<file path="config.mk">
export PLATFORM = sky130hd
export DESIGN_NAME = lcd_ctrl
export DESIGN_NICKNAME = d
export VERILOG_FILES = /design/src/rtl/lcd_ctrl.sv
export SDC_FILE = /design/constraint.sdc
export NUM_CORES = 1
export LEC_CHECK = 0
export BUFFER_PORTS_ARGS = -buffer_cell sky130_fd_sc_hd__buf_4
export CORE_MARGIN = 2
export CORE_UTILIZATION = 54
export DETAILED_ROUTE_END_ITERATION = 6
export HOLD_SLACK_MARGIN = 0.03
export PLACE_DENSITY = 0.8
export SLEW_MARGIN = 20
export SYNTH_ARGS = -nofsm -noshare
export SYNTH_HDL_FRONTEND = slang
export SYNTH_SLANG_ARGS = --single-unit
</file>
<file path="constraint.sdc">
create_clock -name i_clk -period 3.2 [get_ports i_clk]
set_input_delay 0.64 -clock i_clk [delete_from_list [all_inputs] [get_ports i_clk]]
set_output_delay 0.64 -clock i_clk [all_outputs]
set_load 0.005 [all_outputs]
</file>
<file path="src/rtl/lcd_ctrl.sv">
// HD44780-style character LCD bus controller: turns START edges in the core's LCD
// word into timed RS/EN/DATA write cycles plus command exec waits, with optional power-on init.
module lcd_ctrl #(
    parameter int unsigned SETUP_CYC     = 4,
    parameter int unsigned EN_HIGH_CYC   = 12,
    parameter int unsigned HOLD_CYC      = 2,
    parameter int unsigned EXEC_CYC      = 2500,
    parameter int unsigned SLOW_EXEC_CYC = 82000,
    parameter int unsigned POWERUP_CYC   = 750000,
    parameter int unsigned INIT_EN       = 1
) (
    input  logic        i_clk,
    input  logic        i_reset,
    input  logic [31:0] i_lcd_word,
    output logic [7:0]  o_lcd_data,
    output logic        o_lcd_rs,
    output logic        o_lcd_rw,
    output logic        o_lcd_en,
    output logic        o_lcd_on,
    output logic        o_busy,
    output logic        o_done
);
    localparam int unsigned MAX_A = (POWERUP_CYC > SLOW_EXEC_CYC) ? POWERUP_CYC : SLOW_EXEC_CYC;
    localparam int unsigned MAX_B = (EXEC_CYC > EN_HIGH_CYC) ? EXEC_CYC : EN_HIGH_CYC;
    localparam int unsigned MAX_C = (SETUP_CYC > HOLD_CYC) ? SETUP_CYC : HOLD_CYC;
    localparam int unsigned MAX_D = (MAX_A > MAX_B) ? MAX_A : MAX_B;
    localparam int unsigned MAXC  = (MAX_D > MAX_C) ? MAX_D : MAX_C;
    localparam int          CW    = (MAXC > 1) ? $clog2(MAXC) : 1;

    typedef enum logic [2:0] {
        S_PWRUP, S_INIT, S_IDLE, S_SETUP, S_EN_HI, S_HOLD, S_EXEC
    } state_t;

    state_t        state_q, state_d;
    logic [CW-1:0] cnt_q, cnt_d;
    logic [8:0]    word_q, word_d;        // {RS, DATA} of the transfer on the bus
    logic [8:0]    pend_word_q, pend_word_d;
    logic          pend_q, pend_d;
    logic          init_q, init_d;
    logic [1:0]    idx_q, idx_d;
    logic          done_q, done_d;
    logic          start_prev_q, on_q;
    logic          req, cnt_zero;
    logic [8:0]    req_word;
    logic          unused_bits;

    function automatic logic [CW-1:0] ld(input int unsigned n);
        return (n == 0) ? '0 : CW'(n - 1);
    endfunction

    function automatic logic [7:0] init_rom(input logic [1:0] idx);
        case (idx)
            2'd0:    return 8'h38;
            2'd1:    return 8'h0C;
            2'd2:    return 8'h01;
            default: return 8'h06;
        endcase
    endfunction

    // Clear-display / return-home need the long execution wait.
    function automatic logic is_slow(input logic [8:0] w);
        return ~w[8] && (w[7:2] == 6'd0) && (w[7:0] != 8'd0);
    endfunction

    assign req         = i_lcd_word[10] & ~start_prev_q;
    assign req_word    = {i_lcd_word[9], i_lcd_word[7:0]};
    assign cnt_zero    = (cnt_q == '0);
    assign unused_bits = ^{i_lcd_word[30:11], i_lcd_word[8]};

    always_comb begin
        state_d     = state_q;
        cnt_d       = cnt_zero ? '0 : cnt_q - CW'(1);
        word_d      = word_q;
        pend_d      = pend_q;
        pend_word_d = pend_word_q;
        init_d      = init_q;
        idx_d       = idx_q;
        done_d      = 1'b0;
        if (req) begin
            pend_d      = 1'b1;
            pend_word_d = req_word;
        end
        case (state_q)
            S_PWRUP: if (cnt_zero) state_d = S_INIT;
            S_INIT: begin
                word_d  = {1'b0, init_rom(idx_q)};
                init_d  = 1'b1;
                state_d = S_SETUP;
                cnt_d   = ld(SETUP_CYC);
            end
            S_IDLE: begin
                // A fresh edge here supersedes any pending word (one-deep, last wins).
                pend_d = 1'b0;
                if (req) begin
                    word_d  = req_word;
                    state_d = S_SETUP;
                    cnt_d   = ld(SETUP_CYC);
                end else if (pend_q) begin
                    word_d  = pend_word_q;
                    state_d = S_SETUP;
                    cnt_d   = ld(SETUP_CYC);
                end
            end
            S_SETUP: if (cnt_zero) begin
                state_d = S_EN_HI;
                cnt_d   = ld(EN_HIGH_CYC);
            end
            S_EN_HI: if (cnt_zero) begin
                state_d = S_HOLD;
                cnt_d   = ld(HOLD_CYC);
            end
            S_HOLD: if (cnt_zero) begin
                state_d = S_EXEC;
                cnt_d   = is_slow(word_q) ? ld(SLOW_EXEC_CYC) : ld(EXEC_CYC);
            end
            S_EXEC: if (cnt_zero) begin
                state_d = S_IDLE;
                if (init_q) begin
                    if (idx_q != 2'd3) begin
                        state_d = S_INIT;
                        idx_d   = idx_q + 2'd1;
                    end else begin
                        init_d = 1'b0;
                        idx_d  = 2'd0;
                    end
                end else begin
                    done_d = 1'b1;
                end
            end
            default: state_d = S_IDLE;
        endcase
    end

    always_ff @(posedge i_clk) begin
        if (!i_reset) begin
            if (INIT_EN != 0) begin
                state_q <= S_PWRUP;
                cnt_q   <= ld(POWERUP_CYC);
            end else begin
                state_q <= S_IDLE;
                cnt_q   <= '0;
            end
            word_q       <= '0;
            pend_word_q  <= '0;
            pend_q       <= 1'b0;
            init_q       <= 1'b0;
            idx_q        <= 2'd0;
            done_q       <= 1'b0;
            start_prev_q <= 1'b0;
            on_q         <= 1'b0;
        end else begin
            state_q      <= state_d;
            cnt_q        <= cnt_d;
            word_q       <= word_d;
            pend_word_q  <= pend_word_d;
            pend_q       <= pend_d;
            init_q       <= init_d;
            idx_q        <= idx_d;
            done_q       <= done_d;
            start_prev_q <= i_lcd_word[10];
            on_q         <= i_lcd_word[31];
        end
    end

    assign o_lcd_data = word_q[7:0];
    assign o_lcd_rs   = word_q[8];
    assign o_lcd_rw   = 1'b0;
    assign o_lcd_en   = (state_q == S_EN_HI);
    assign o_lcd_on   = on_q;
    assign o_busy     = (state_q != S_IDLE) | pend_q;
    assign o_done     = done_q;

endmodule

</file>
; ---- Word level (Yosys, flattened, before mapping)
; Index checks and enable logic that the tools add are counted.
[totals]
word_cells = 76
ff_bits = 48
[classes]
n_reduce_logical = 15
add_sub_neg = 2
eq_ne = 16
bitwise = 5
n_mux = 28
[op_table]
columns = cell, n
row1 = $mux W20, 6
row2 = $pmux W20 S5, 1
row3 = $mux W3, 7
row4 = $pmux W3 S7, 1
row5 = $logic_not A20 Y1, 1
row6 = $sub A20 B1 Y20 const B, 1
row7 = $mux W9, 2
row8 = $pmux W6 S3, 1
row9 = $pmux W9 S2, 1
row10 = $mux W17, 1
row11 = $ne A2 B2 Y1 const B, 5
row12 = $eq A3 B3 Y1 const B, 3
row13 = $reduce_bool A8 Y1, 1
row14 = $eq A3 B2 Y1 const B, 2
row15 = $logic_not A6 Y1, 1
row16 = $mux W2, 3
row17 = $reduce_and A3 Y1, 2
row18 = $reduce_and A6 Y1, 1
row19 = $mux W1, 4
row20 = $reduce_and A2 Y1, 2
row21 = $reduce_bool A2 Y1, 2
row22 = $eq A3 B1 Y1 const B, 1
row23 = $logic_not A3 Y1, 1
row24 = $ne A3 B2 Y1 const B, 1
row25 = other kinds (12), 15

; ---- Logic depth before layout (Yosys ltp)
; Gate-level depths: netlist of the first run.
[depth]
depth_word = 6
mapped_depth = 8

; ---- Worst setup path before layout of the first run
; No wires, ideal clock.
[synth_path]
path_kind = reg-to-reg
from = reg cnt_q[11]
to = reg state_q[2]
path_slack_ps = 991
synth_period_minus_slack_ps = 2209
stages_incl_launch_ff = 7
n_path_buf = 1
t_arrival_ps = 2089
path_cell_list = dfxtp_1 or4_4 or3_1 buf_6 or3_4 and3_1 o31a_1
[synth_via]
elab_chain_len = 3
word_cells_on_any_way = 7
classes_between = 5 x eq/ne / 2 x reduce/logical
[synth_rtl]
columns = item, line_no
row1 = start: declaration, 35  ; logic [CW-1:0] cnt_q, cnt_d;
row2 = start signal: assignment, 138  ; cnt_q <= ld(POWERUP_CYC);
row3 = start signal: assignment, 153  ; cnt_q <= cnt_d;
row4 = $logic_not A20 Y1 *, 67  ; assign cnt_zero = (cnt_q == '0);
row5 = $ne A2 B2 Y1 (no source line) / $ne A2 B1 Y1 (equally long branches), n/a
row6 = $reduce_and A6 Y1 (no source line) *, n/a
row7 = end signal: assignment, 152  ; state_q <= state_d;
row8 = end: declaration, 34  ; state_t state_q, state_d;
; Every way passes the cells marked *; elsewhere a longest branch is shown, timed or not.
; A chain may end at the register's enable or synchronous reset.

; ---- Final worst setup path of the first run
; Ends and elaborated chain as after synthesis.

==> summary by stage, run 1 <==
Cells and area
The antenna diode count is 0. Excluding fillers, the count of instances in the completed layout stands at 325. The share of cells above drive strength 1 is 15.6%.

The area overhead of the layout relative to synthesis is 13.2%. The filler cells instantiated in the layout total ~370. The final layout contains 313 nets.

Hold path
The class of the tightest hold or removal check is register to register.

GRT
The maximum number of pins on one net before global-route repair is 39. The initial antenna violation count is 0. The via count of the first global-routing pass was 1682. The total overflow left after global routing is 0. Global routing consumed, over all layers together, 21.3% of the routing resources. The first-pass GRT wire length is 7.50 mm.

Synth
The sequential cell area fraction in the yosys report is 42.7%. By count the netlist is led by sky130_fd_sc_hd__dfxtp_1, sky130_fd_sc_hd__nand2_1, sky130_fd_sc_hd__nor2_1, sky130_fd_sc_hd__o21ai_0. The number of enable-type register cells in the synthesized netlist is 0. The post-synthesis net count is about 290. After technology mapping, the gate count stands at 252.

Yosys attributes the largest share of cell area to sky130_fd_sc_hd__dfxtp_1, sky130_fd_sc_hd__xnor2_1, sky130_fd_sc_hd__mux2i_1, sky130_fd_sc_hd__nand2_1, sky130_fd_sc_hd__nor2b_1. For this run, the number of Yosys warnings is 0. The number of distinct library cell variants in the gate-level netlist after synthesis is 46. The post-synthesis async set-or-reset flop share is 0%. The most common cell in the synthesized netlist is sky130_fd_sc_hd__dfxtp_1. In the synthesized netlist the dominant register cell turns out to be sky130_fd_sc_hd__dfxtp_1. The share of synthesized area in the top cell type comes to 42.7%. The largest total area in the synthesized netlist belongs to sky130_fd_sc_hd__dfxtp_1. The cell area that synthesis handed to floorplanning was approximately 2300 um^2. Each instance of the synthesized netlist takes up on average 8.93 um^2. In this run, synthesis produced a sequential element count of 48.

Placement
The wire-length estimate of the detail-placed layout is 3.07 mm. The placer's final routability congestion estimate is 0.808. The quantity of I/O buffers inserted on ports is 25.

Prior to clock tree synthesis, the placed netlist has a worst setup slack of 797 ps. The number of cells after detailed placement is 317.

STA
Setup repair after global routing left no endpoint under its margin. On the final layout, the worst clock skew is 7.20 ps. For the finished layout, the period the worst path requires is 2410 ps. The number of failing setup endpoints in the final timing report is 0.

The minimum setup slack in the final design is 789 ps. The worst-margin pin slew is 686 ps. The worst hold slack across all endpoints is 490 ps. Based on the critical path, the design can be clocked at up to 0.415 GHz. The number of hold violations in the final report is 0.

The final period utilization is 75.3%. The final count of pins violating max slew came to 0. The normalized max-slew margin is 54.2%. The setup total negative slack is 0 ps.

Clock tree
The count of buffers added by post-CTS timing repair for setup is 0. The CTS tree is built. The number of H-tree branching levels is 2. The clock buffer count from CTS is 5. The count of hold buffers inserted by post-cts repair is 0. The clock network latency to the later pin of the worst-skew pair is a little under 300 ps.

The tree is rooted in a sky130_fd_sc_hd__clkbuf_8. The deepest clock path buffer count is 2. The CTS sink count is 48. In this run, post-CTS repair resized a total of 0 instances. Clock-pin slew was measured on the worst setup and hold paths at 80 ps.

Critical path
The worst setup path is of the register to register kind. The startpoint type of the worst setup path is a register. The data arrival at the endpoint of the critical path is 2600 ps.

The critical path capture point type is a register. STA puts the critical path data required time at roughly 3400 ps. In this run the worst path has a maximum fanout of 12.

Pwr
The maximum ir drop on the vdd rail is 0.324 mV. The analysis attributes to cell leakage a power of 0.939 nW. Power spread over the standard cell area amounts to 406 nW/um^2.

Die
The initial standard-cell utilization of the core is a little under three fifths. The chip height is a little under 70 um. The die covers 4700 um^2. The area of the core region is 4000 um^2.

Measured along the x axis, the die boundary spans 68.6 um. For this design the top-level I/O count stands at 48. The number of placement rows is 23.

Route
The first TritonRoute pass finished after 4 iterations. The vias after detailed routing is 1826. The routed length per instance is 13.5 um. The DRC violations left is 0. Once detail routing completed, the nets flagged for antenna violations numbered 0. In this run, the number of DRC markers left after iteration 0 of detailed routing was 88. The routed wire length is 4.37 mm. In the routed layout, each cell is associated on average with a via count of 5.62.

Job
The max-cap check violation count is 0.

Status
The run finished with clean final reports.
==> metrics by stage <==
stage,total power (W),util [%],area (um^2)
3_3_place_gp,0.000683,61.4,2460
3_5_place_dp,0.000685,61.4,2460
2_1_floorplan,0.000664,-,2250
6_report,0.00104,63.7,2550
5_1_grt,0.00107,63.7,2550
4_1_cts,0.00104,63.7,2550
==> sequential cells by signal, indices dropped and copies added, names as in the netlist <==
name          flops
word_q            9
start_prev_q      1
cnt_q            20
o_lcd_on          1
pend_q            1
o_done            1
pend_word_q       9
state_q           3
idx_q             2
init_q            1
==> cells in the final DEF, fill, tap and decap left out, drive strengths merged, types with 3 or more instances in the layout <==
cell type,instances
a21boi,7
a21oi,9
a22o,3
and2,3
buf,28
clkbuf,6
dfxtp,48
ha,5
inv,5
mux2i,11
nand2,25
nand2b,5
nand3,3
nor2,20
nor2b,13
nor3,11
nor3b,4
nor4,6
o211ai,6
o21ai,16
o311ai,3
or3,3
or4,3
xnor2,13
xor2,3
==> cells by family after synthesis <==
logic type               count (synthesis)  share of synthesized area [%]
other                                    1                          0.167
buffers and inverters                   18                           3.84
XOR/XNOR                                16                           6.23
multiplexers                            11                           4.89
AO/OA/AOI/OAI                           51                           15.0
flip-flops                              48                           42.7
AND/OR/NAND/NOR                        102                           24.4
adder cells (fa/ha/maj)                  5                           2.78
==> per-layer routing <==
layer / GRT usage [%] / part of all wire (%) / up-vias
met5: 0 / 0 / -
met4: 7.50 / 0.87 / 0
met3: 4.87 / 5.1 / 5
met2: 33.8 / 46 / 36
met1: 28.3 / 48 / 861
li1: - / - / 924
==> power by group <==
group	total, W	internal, W	switching, W
sequential	0.000615	0.000609	0.00000583
clock	0.000365	0.000173	0.000192
combinational	0.0000555	0.0000285	0.0000269
==> worst max-delay path, stage by stage (launching register included) <==
cell and delay (ps):
sky130_fd_sc_hd__dfxtp_1 360, sky130_fd_sc_hd__or4_4 550, sky130_fd_sc_hd__or3_1 450, sky130_fd_sc_hd__or3_4 510, sky130_fd_sc_hd__and3_1 210, sky130_fd_sc_hd__o31a_1 220
==> worst paths after layout <==
kind	start	to	slack (ps)	cells after the start
worst max-delay path	cnt_q[11]$_SDFF_PN0_	state_q[2]$_SDFFE_PN0P_	790	5
worst min-delay path	word_q[4]$_SDFFE_PN0P_	word_q[4]$_SDFFE_PN0P_	490	2
worst max register to register	cnt_q[11]$_SDFF_PN0_	state_q[2]$_SDFFE_PN0P_	790	5
worst min register to register	word_q[4]$_SDFFE_PN0P_	word_q[4]$_SDFFE_PN0P_	490	2
==> layout make-up <==
cell class | count | area (um^2) | area share, %
Multi-Input combinational cell | 186 | 1200 | 47.2
Sequential cell | 48 | 961 | 37.7
Timing Repair Buffer | 28 | 210 | 8.25
Clock buffer | 6 | 82.6 | 3.24
Tap cell | 50 | 62.6 | 2.45
Inverter | 5 | 18.8 | 0.736
Clock inverter | 2 | 10.0 | 0.393
(Power assumes the default switching activity.)
==> run 2: changes to the inputs <==
==> constraint.sdc (replaced) <==
create_clock -name i_clk -period 2.24 [get_ports i_clk]
set_input_delay 0.448 -clock i_clk [delete_from_list [all_inputs] [get_ports i_clk]]
set_output_delay 0.448 -clock i_clk [all_outputs]
set_load 0.005 [all_outputs]
==> summary by stage, run 2 (synthesized netlist as in run 1, its figures left out) <==
STA
The setup total negative slack is 0 ps. Across all setup checks in the final design, the least slack found is 76.8 ps. The minimum period implied by the final worst setup slack is 2160 ps.

For the final database, setup skew stands at 3.96 ps. The final count of pins violating max slew is 0. Setup violations remaining at the end of the flow were counted as 0. For the pin with the worst max-slew slack, the measured transition is 513 ps. Derived from the worst setup path, the maximum achievable clock frequency is 0.462 GHz. The normalized max-slew margin is 65.5%. Setup repair after global routing left no endpoint under its margin. After layout, the worst path uses a little over nine tenths of the clock period.

The number of hold violations in the final report is 0.

Route
The highest layer touched by signal routing is met4. In the final routed layout, each cell accounts on average for about 14 um. The routed length on met2 is 2.19 mm. The DRC violations left is 0. The detail route stage leaves a number of antenna-violating nets equal to 0.

The first detailed-routing pass ran for 4 iterations. The routed wire length is 4.59 mm. The total met3 wirelength after detailed routing is between 150 and 200 um. The count of routing violations after the opening detailed-route iteration is about 150.

In the routed layout, each cell is associated on average with a via count of 5.51. The vias after detailed routing is about 1.9k. The met1 wire length is around 2.2 mm.

Pwr
The static leakage is 0.998 nW. Combinational logic burns approximately 5.5% of the power. The sequential fraction of design power is between 50% and 60%. Power spread over the standard cell area amounts to ~560 nW/um^2. The cell-internal power is 0.00119 W.

In this run the power spent charging and discharging nets is 0.000311 W. The switching power share of the total is 20.8%. The clock network fraction of total power is 35.9%. Across the VDD grid, the largest voltage drop is 0.366 mV.

Cells and area
The number of nets in the final layout is about 330. The register with the most flip-flops in the layout has 20 of them. The top cell types in the final layout, fill and taps aside, are sky130_fd_sc_hd__dfxtp_1, sky130_fd_sc_hd__buf_4, sky130_fd_sc_hd__nand2_1.

The register with the highest flop count is cnt_q. The count of cells in the finished layout, fillers not included, comes to 337. The library cell used most frequently in the layout, excluding fill and tap cells, is sky130_fd_sc_hd__dfxtp_1. Compared with the post-synthesis result, the final layout area differs by 18.2%. Cells with a size suffix above 1 make up 19.9% of the layout. The largest registers in the layout are cnt_q (20), pend_word_q (9), word_q (9).

The number of antenna diodes in the final layout is 0. The finished cells cover 2660 um^2.

Hold path
The tightest min-delay check is of the input pin to register type. In this run the most critical hold path is launched from i_lcd_word[31]. Along the worst hold path, the cell count comes to 2.

GRT
The first-pass GRT wire length is 7.74 mm. The total track usage is 21.9%. The maximum number of pins on one net before global-route repair is 39. Summed over all layers, the global routing overflow is 0.

The via count of the first global-routing pass came to 1737. The initial antenna violation count is 0.

Status
The run finished with clean final reports.

Clock tree
In this run, post-CTS hold repair placed 0 buffers. The deepest clock path buffer count is 2. In this run, CTS created clock tree buffers numbering 5. Counting every sink on the clock net gives 48. The library cell used as clock root buffer is sky130_fd_sc_hd__clkbuf_8.

The CTS tree is built. The clock network latency to the later pin of the worst-skew pair is between 200 and 300 ps. Clock-pin slew was measured on the worst setup and hold paths at 80 ps.

The H-tree generated during clock tree synthesis spans 2 levels.

Die
The die is 68.6 um tall. The floorplan die area is 4700 um^2. The number of placement rows is 23.

The die width is 68.6 um. The initial standard-cell utilization of the core is 56.3%. The number of placed I/O pins is 48. The area of the core region is 4000 um^2.

Critical path
The worst register-to-register path has a depth of 5. The data arrival at the endpoint of the critical path is 2350 ps. The critical path required time is 2430 ps. The worst setup path is launched from a register.

The startpoint of the worst register-to-register path is cnt_q[11]$_SDFF_PN0_. The launching instance or port of the critical path is cnt_q[11]$_SDFF_PN0_. The type of the worst setup path is register to register.

In this run the worst path has a maximum fanout of 6. The critical path capture point type is a register.

Placement
After legalization and detailed placement, the total HPWL measured about 3.3 mm. The standard cell area after detailed placement is 2550 um^2. The worst setup slack before clock tree synthesis is 65.7 ps. After detailed placement, the design holds a cell count of 330.

Buffers placed on the I/O ports in this run total 25. At the end of routability-driven placement, the weighted congestion stood at 0.816.

Job
The max-cap check violation count is 0.
run 2: per-stage QoR:
| stage | total power (W) | util, % | hold slack [ps] |
|---|---|---|---|
| after global routing | 0.00157 | 66.5 | 363 |
| final | 0.00150 | 66.5 | 355 |
| after floorplan | 0.000948 | - | 454 |
| after CTS | 0.00151 | 66.2 | 351 |
| after global placement | 0.000977 | 63.8 | 468 |
| after detailed placement | 0.000981 | 63.8 | 475 |
run 2: timing repair:
action                                  4_1_cts  5_1_grt
endpoints found under the setup margin        0        6
resized for setup                             0        2
buffers inserted                              0        0
run 2: routing by layer:
layer / vias to the layer above / global-route usage (%)
met2: 32 / 36.3
met1: 870 / 28.5
met5: - / 0
li1: 948 / -
met4: 0 / 6.25
met3: 8 / 4.87
run 2: power by group through the flow:
stage               combinational (W)  clock [W]  sequential (W)
floorplan                   0.0000523          0        0.000896
global placement            0.0000797          0        0.000897
detailed placement          0.0000826          0        0.000898
CTS                         0.0000826   0.000553        0.000878
global route                0.0000913   0.000599        0.000880
finish                      0.0000817   0.000538        0.000878
run 2: worst paths after layout:
kind / end / slack [ps]
worst max-delay path: state_q[2]$_SDFFE_PN0P_ / 80
worst max register to register: state_q[2]$_SDFFE_PN0P_ / 80
worst min-delay path: o_lcd_on$_SDFF_PN0_ / 350
worst min register to register: word_q[4]$_SDFFE_PN0P_ / 480
run 2: critical path: stages (launching register included):
cell and delay, ps:
sky130_fd_sc_hd__dfxtp_1 330, sky130_fd_sc_hd__or4_4 540, sky130_fd_sc_hd__or3_4 360, sky130_fd_sc_hd__or3_4 420, sky130_fd_sc_hd__and3_1 190, sky130_fd_sc_hd__o31a_1 230
run 2: area by class of cell:
class / count / area (um^2)
tap: 50 / 62.6
inverter: 5 / 18.8
fill: 336 / 1340
clock buffer: 7 / 96.3
timing repair buffer: 41 / 308
sequential: 48 / 961
multi-input combinational: 186 / 1210
